===== src/rtl/fetch_decode_if.sv =====
// Front-end bus between the fetch/decode stage and its environment (hazard unit, imem, decode).
interface fetch_decode_if #(parameter int XLEN = 32);
  logic            stallF;
  logic            stallD;
  logic            flushD;
  logic            pc_src_E;
  logic [XLEN-1:0] pc_target_E;
  logic [31:0]     instr_F;
  logic [XLEN-1:0] pc_F;
  logic [31:0]     instr_D;
  logic [XLEN-1:0] pc_D;
  logic [XLEN-1:0] pc_plus4_D;
  logic            valid_D;
  logic            stall_timeout;

  modport master (
    output stallF, stallD, flushD, pc_src_E, pc_target_E, instr_F,
    input  pc_F, instr_D, pc_D, pc_plus4_D, valid_D, stall_timeout
  );

  modport slave (
    input  stallF, stallD, flushD, pc_src_E, pc_target_E, instr_F,
    output pc_F, instr_D, pc_D, pc_plus4_D, valid_D, stall_timeout
  );
endinterface


===== src/rtl/fetch_decode_stage.sv =====
// RV32I front end: PC register, IF/ID register, stall/flush/redirect handling and stall watchdog.
// Define FETCH_PERF_CNT_EN to add the perf_stall_cnt / perf_flush_cnt counters.
module fetch_decode_stage #(
  parameter int              XLEN      = 32,
  parameter logic [XLEN-1:0] RESET_PC  = '0,
  parameter logic [31:0]     NOP_INSTR = 32'h0000_0013,
  parameter int unsigned     STALL_MAX = 15
) (
  input  logic              clk,
  input  logic              reset,
`ifdef FETCH_PERF_CNT_EN
  output logic [31:0]       perf_stall_cnt,
  output logic [31:0]       perf_flush_cnt,
`endif
  fetch_decode_if.slave     bus
);

  localparam int CW = $clog2(STALL_MAX + 1);

  typedef enum logic [1:0] {BOOT, RUN, HOLD} state_t;

  state_t          state, state_n;
  logic [CW-1:0]   stall_cnt, stall_cnt_n;
  logic            boot, both_stall, stall_f, stall_d;
  logic [XLEN-1:0] pc_plus4_f;

  assign boot       = (state == BOOT);
  assign both_stall = bus.stallF & bus.stallD;
  // The first cycle after reset always advances, whatever the hazard unit says.
  assign stall_f    = bus.stallF & ~boot;
  assign stall_d    = bus.stallD & ~boot;
  assign pc_plus4_f = bus.pc_F + XLEN'(4);

  always_comb begin
    state_n = state;
    case (state)
      BOOT:    state_n = RUN;
      RUN:     if (both_stall) state_n = HOLD;
      HOLD:    if (!both_stall || bus.pc_src_E || bus.flushD) state_n = RUN;
      default: state_n = BOOT;
    endcase
  end

  // Counter value equals the number of consecutive cycles spent in HOLD, saturating.
  always_comb begin
    stall_cnt_n = '0;
    if (state_n == HOLD)
      stall_cnt_n = (stall_cnt == CW'(STALL_MAX)) ? stall_cnt : stall_cnt + 1'b1;
  end

  always_ff @(posedge clk) begin
    if (reset) begin
      state             <= BOOT;
      stall_cnt         <= '0;
      bus.stall_timeout <= 1'b0;
    end else begin
      state     <= state_n;
      stall_cnt <= stall_cnt_n;
      if (stall_cnt_n == CW'(STALL_MAX)) bus.stall_timeout <= 1'b1;
    end
  end

  always_ff @(posedge clk) begin
    if (reset)                bus.pc_F <= RESET_PC;
    else if (bus.pc_src_E)    bus.pc_F <= bus.pc_target_E;
    else if (!stall_f)        bus.pc_F <= pc_plus4_f;
  end

  always_ff @(posedge clk) begin
    if (reset) begin
      bus.instr_D    <= NOP_INSTR;
      bus.pc_D       <= '0;
      bus.pc_plus4_D <= '0;
      bus.valid_D    <= 1'b0;
    end else if (bus.flushD) begin
      bus.instr_D    <= NOP_INSTR;
      bus.valid_D    <= 1'b0;
    end else if (!stall_d) begin
      bus.instr_D    <= bus.instr_F;
      bus.pc_D       <= bus.pc_F;
      bus.pc_plus4_D <= pc_plus4_f;
      bus.valid_D    <= 1'b1;
    end
  end

`ifdef FETCH_PERF_CNT_EN
  always_ff @(posedge clk) begin
    if (reset) begin
      perf_stall_cnt <= '0;
      perf_flush_cnt <= '0;
    end else begin
      perf_stall_cnt <= perf_stall_cnt + {31'd0, bus.stallF};
      perf_flush_cnt <= perf_flush_cnt + {31'd0, bus.flushD};
    end
  end
`endif

endmodule


===== src/flat_wrapper.sv =====
// flat-port wrapper written by rule: the top's interface ports become plain ports
module fetch_decode_stage_flat 
#(
  parameter int              XLEN      = 32,
  parameter logic [XLEN-1:0] RESET_PC  = '0,
  parameter logic [31:0]     NOP_INSTR = 32'h0000_0013,
  parameter int unsigned     STALL_MAX = 15
)
  (clk, reset, bus_stallF, bus_stallD, bus_flushD, bus_pc_src_E, bus_pc_target_E, bus_instr_F, bus_pc_F, bus_instr_D, bus_pc_D, bus_pc_plus4_D, bus_valid_D, bus_stall_timeout);
  fetch_decode_if #(.XLEN(XLEN)) bus_i ();
  input  logic clk;
  input  logic reset;
  input wire logic [$bits(bus_i.stallF)-1:0] bus_stallF;
  input wire logic [$bits(bus_i.stallD)-1:0] bus_stallD;
  input wire logic [$bits(bus_i.flushD)-1:0] bus_flushD;
  input wire logic [$bits(bus_i.pc_src_E)-1:0] bus_pc_src_E;
  input wire logic [$bits(bus_i.pc_target_E)-1:0] bus_pc_target_E;
  input wire logic [$bits(bus_i.instr_F)-1:0] bus_instr_F;
  output wire logic [$bits(bus_i.pc_F)-1:0] bus_pc_F;
  output wire logic [$bits(bus_i.instr_D)-1:0] bus_instr_D;
  output wire logic [$bits(bus_i.pc_D)-1:0] bus_pc_D;
  output wire logic [$bits(bus_i.pc_plus4_D)-1:0] bus_pc_plus4_D;
  output wire logic [$bits(bus_i.valid_D)-1:0] bus_valid_D;
  output wire logic [$bits(bus_i.stall_timeout)-1:0] bus_stall_timeout;
  assign bus_i.stallF = bus_stallF;
  assign bus_i.stallD = bus_stallD;
  assign bus_i.flushD = bus_flushD;
  assign bus_i.pc_src_E = bus_pc_src_E;
  assign bus_i.pc_target_E = bus_pc_target_E;
  assign bus_i.instr_F = bus_instr_F;
  assign bus_pc_F = bus_i.pc_F;
  assign bus_instr_D = bus_i.instr_D;
  assign bus_pc_D = bus_i.pc_D;
  assign bus_pc_plus4_D = bus_i.pc_plus4_D;
  assign bus_valid_D = bus_i.valid_D;
  assign bus_stall_timeout = bus_i.stall_timeout;
  fetch_decode_stage #(.XLEN(XLEN), .RESET_PC(RESET_PC), .NOP_INSTR(NOP_INSTR), .STALL_MAX(STALL_MAX)) u_core (.clk(clk), .reset(reset), .bus(bus_i));
endmodule

===== config.mk =====
export PLATFORM = sky130hd
export DESIGN_NAME = fetch_decode_stage_flat
export DESIGN_NICKNAME = d
export VERILOG_FILES = /design/src/rtl/fetch_decode_if.sv /design/src/rtl/fetch_decode_stage.sv /design/src/flat_wrapper.sv
export SDC_FILE = /design/constraint.sdc
export NUM_CORES = 1
export LEC_CHECK = 0
export CORE_UTILIZATION = 40
export DETAILED_ROUTE_END_ITERATION = 10
export PLACE_DENSITY_LB_ADDON = 0.1
export SYNTH_ARGS = -nofsm -noshare
export SYNTH_HDL_FRONTEND = slang
export SYNTH_SLANG_ARGS = --single-unit
export TNS_END_PERCENT = 20

===== constraint.sdc =====
create_clock -name clk -period 2.7 [get_ports clk]
set_input_delay 0.54 -clock clk [delete_from_list [all_inputs] [get_ports clk]]
set_output_delay 0.54 -clock clk [all_outputs]
set_load 0.01 [all_outputs]

==> results_dict.tcl <==
set metrics [dict create \
    outcome "finished, final reports clean" \
    gp_congestion 0.8503 \
    drv_cap 0 \
    syn_inst 727 \
    clkTransAtPathRegs_ns 0.06 \
    synth_cell_types 49 \
    finalClockSkew_ns 0.009308 \
    h-tree-depth 4 \
    seq_power_share 0.429 \
    cp_top_family "simple AND/OR/NAND/NOR gates" \
    first_pass_iters 5 \
    cts-hold-fix-buffers 0 \
    ios 200 \
    synth_seq_cells 134 \
    p_sw_uw 1257 \
    async_reset_ff_frac 0 \
    fillers 1250 \
    tightest_slew_ns 0.6138 \
    fin_tns_setup_ns 0 \
    antenna_found_initial 0 \
    dpl.hpwl_mm 12.93 \
    ir_worst_vdd_v 0.0004440 \
    synth.cell_area_sq_um 5854 \
    hold_class "reg -> reg" \
    ant_nets 0 \
    vias 5987 \
    die_x_microns 123.0 \
    cp_cell_sequence "ha_1, nand3_1, or3_1, or4_1, a311oi_1" \
    drv_slew 0 \
    final_cell_mix "clkdlybuf4s50_1 (198), nand2_1 (151), dfxtp_1 (134), a21oi_1 (69), nor2_1 (62)" \
    cts_tree "yes" \
    n_antenna_cell 0 \
    grt_overflow 0 \
    final_layout_size_suffix_gt1_frac 0.07651 \
    endpoint_kind "flip-flop" \
    vias_per_cell 5.403 \
    portBuffers 199 \
    drt_iter0_drc 416 \
    final_common_cell "clkdlybuf4s50_1" \
    p_per_area_nw_per_um2 588.2 \
    synth_ff_type "dfxtp_1" \
    cts_setup_buffers 0 \
    finalSetupViolations 0 \
    initial_core_util 0.4153 \
    rows 43 \
    clock_latency_ns 0.41 \
    grt_max_degree 57 \
    ys_warn_count 0 \
    post-place-ws_ns 0.2035 \
    cp_num_buf_inv 0 \
    cp_max_fo 13 \
    grt_pass1_vias 5558 \
    final_nets 990 \
    pwr-share-comb 0.155 \
    synth_nets 799 \
    cts_buffers 17 \
    cp_slowest_cell "or3_1" \
    clockBufferDepth 2 \
    hold_viol 0 \
    grt_usage 0.2426 \
    ctsRootBufferMaster "clkbuf_16" \
    required_ns 3.02 \
    die_area_sq_um 15120 \
    slowest_delay_ns 0.59 \
    synthToLayoutAreaGrowth_pct 47.47 \
    max-slew-margin-rel 0.5870 \
    critPathLaunchType "flip-flop" \
    yosysSeqAreaShare 0.4582 \
    critPathArrivalTime_ns 2.57 \
    period_share 0.8332 \
    avgSynthCellArea_sq_um 8.053 \
    crit_cells 5 \
    cell_internal_pwr_uw 3821 \
    critPathKind "reg -> reg" \
    cts_num_sinks 134 \
    fin_util 0.6125 \
    die_h_microns 123.0 \
    period_minus_slack_ns 2.250 \
    synth_edf_count 0 \
    coreArea_sq_um 14100 \
    clock.fmax_mhz 444.5 \
    p_leak_uw 0.003049 \
    drc 0 \
    reg2regPathDepth 5 \
    fin_ws_ns 0.4503 \
    clkPwrFrac 0.416 \
    grt_pass1_wl_mm 28.29 \
    wirelength_mm 18.05 \
    cts_resized 0 \
    p_sw_frac 0.2476 \
    rsz0062_at_grt "false" \
    holdPathStages 2 \
    routedWlPerCell_microns 16.29 \
]
-- cells by family after synthesis --
group / after synthesis / share of synthesized area
AND/OR/NAND/NOR: 317 / 0.2524
multiplexers: 4 / 0.007053
buffers and inverters: 72 / 0.05172
XOR/XNOR: 26 / 0.03890
adder cells (fa/ha/maj): 2 / 0.004274
flip-flops: 134 / 0.4582
AO/OA/AOI/OAI: 172 / 0.1874
-- final timing paths --
| path | startpoint | endpoint | slack, ns |
|---|---|---|---|
| worst min register to register | u_core.bus.instr_D[11] | u_core.bus.instr_D[11] | 0.45 |
| worst max-delay path | u_core.bus.pc_F[3] | u_core.bus.pc_plus4_D[30] | 0.45 |
| worst min-delay path | u_core.bus.instr_D[11] | u_core.bus.instr_D[11] | 0.45 |
| worst max register to register | u_core.bus.pc_F[3] | u_core.bus.pc_plus4_D[30] | 0.45 |
-- cell usage after synthesis (3+ instances only) --
cell type | count | share of area
nor4_1 | 9 | 0.0096
nor3_1 | 10 | 0.0085
clkbuf_1 | 49 | 0.031
inv_1 | 7 | 0.0045
a31oi_1 | 3 | 0.0032
nand3_1 | 17 | 0.015
or3_1 | 15 | 0.016
and4_1 | 5 | 0.0075
a221oi_1 | 3 | 0.0045
buf_4 | 4 | 0.0051
a21oi_1 | 69 | 0.059
nor2_1 | 63 | 0.040
o31ai_1 | 9 | 0.012
buf_1 | 3 | 0.0019
mux2i_1 | 3 | 0.0051
o21ai_0 | 23 | 0.020
nand2b_1 | 4 | 0.0043
dfxtp_1 | 134 | 0.46
and3_1 | 4 | 0.0043
xor2_1 | 8 | 0.012
a311oi_1 | 23 | 0.034
nor2b_1 | 4 | 0.0043
nand2_1 | 151 | 0.097
or4_1 | 12 | 0.015
buf_2 | 8 | 0.0068
nand4_1 | 10 | 0.011
a211oi_1 | 27 | 0.035
xnor2_1 | 18 | 0.027
o21a_1 | 3 | 0.0038
-- worst register-to-register path, stage by stage, from the launching register on --
cell	delay [ns]
dfxtp_1	0.35
ha_1	0.24
nand3_1	0.18
or3_1	0.59
or4_1	0.54
a311oi_1	0.27
-- power groups by stage --
stage,clock network (uW),logic [uW],registers [uW]
finish,2110,786,2180
detailed placement,0,786,2220
global placement,0,777,2210
global route,2240,857,2190
floorplan,0,292,2260
CTS,2150,790,2180
-- per-layer routing --
layer,GRT usage,vias to the layer above,part of all wire
met3,0.07657,18,0.082
li1,-,2961,-
met2,0.3992,234,0.48
met1,0.2986,2774,0.43
met4,0.08434,0,0.013
met5,0,-,0
-- registers in the layout, summed over array words and instances, names as in the netlist --
register	count
u_core.bus.instr_D	32
u_core.bus.pc_F	32
u_core.bus.pc_plus4_D	32
u_core.bus.pc_D	30
u_core.stall_cnt	4
u_core.state	2
u_core.bus.stall_timeout	1
u_core.bus.valid_D	1
-- metrics by stage --
step	instances	total power, uW	hold slack, ns	area (sq um)
finish	1108	5078	0.4503	8633
global route	1108	5293	0.4744	8633
CTS	1108	5122	0.4526	8633
detailed placement	1079	3007	0.4454	8102
global placement	1079	2992	0.4375	8102
floorplan	727	2554	0.4446	5854
-- area by class of cell --
cell class | count | area, sq um | share of cell area
Sequential cell | 134 | 2683 | 0.3107
Clock inverter | 5 | 50.05 | 0.005797
Multi-Input combinational cell | 521 | 2880 | 0.3336
Clock buffer | 24 | 481.7 | 0.05580
Inverter | 7 | 26.28 | 0.003043
Timing Repair Buffer | 237 | 2287 | 0.2649
Tap cell | 180 | 225.2 | 0.02609
Power figures use the tool's default switching activity.
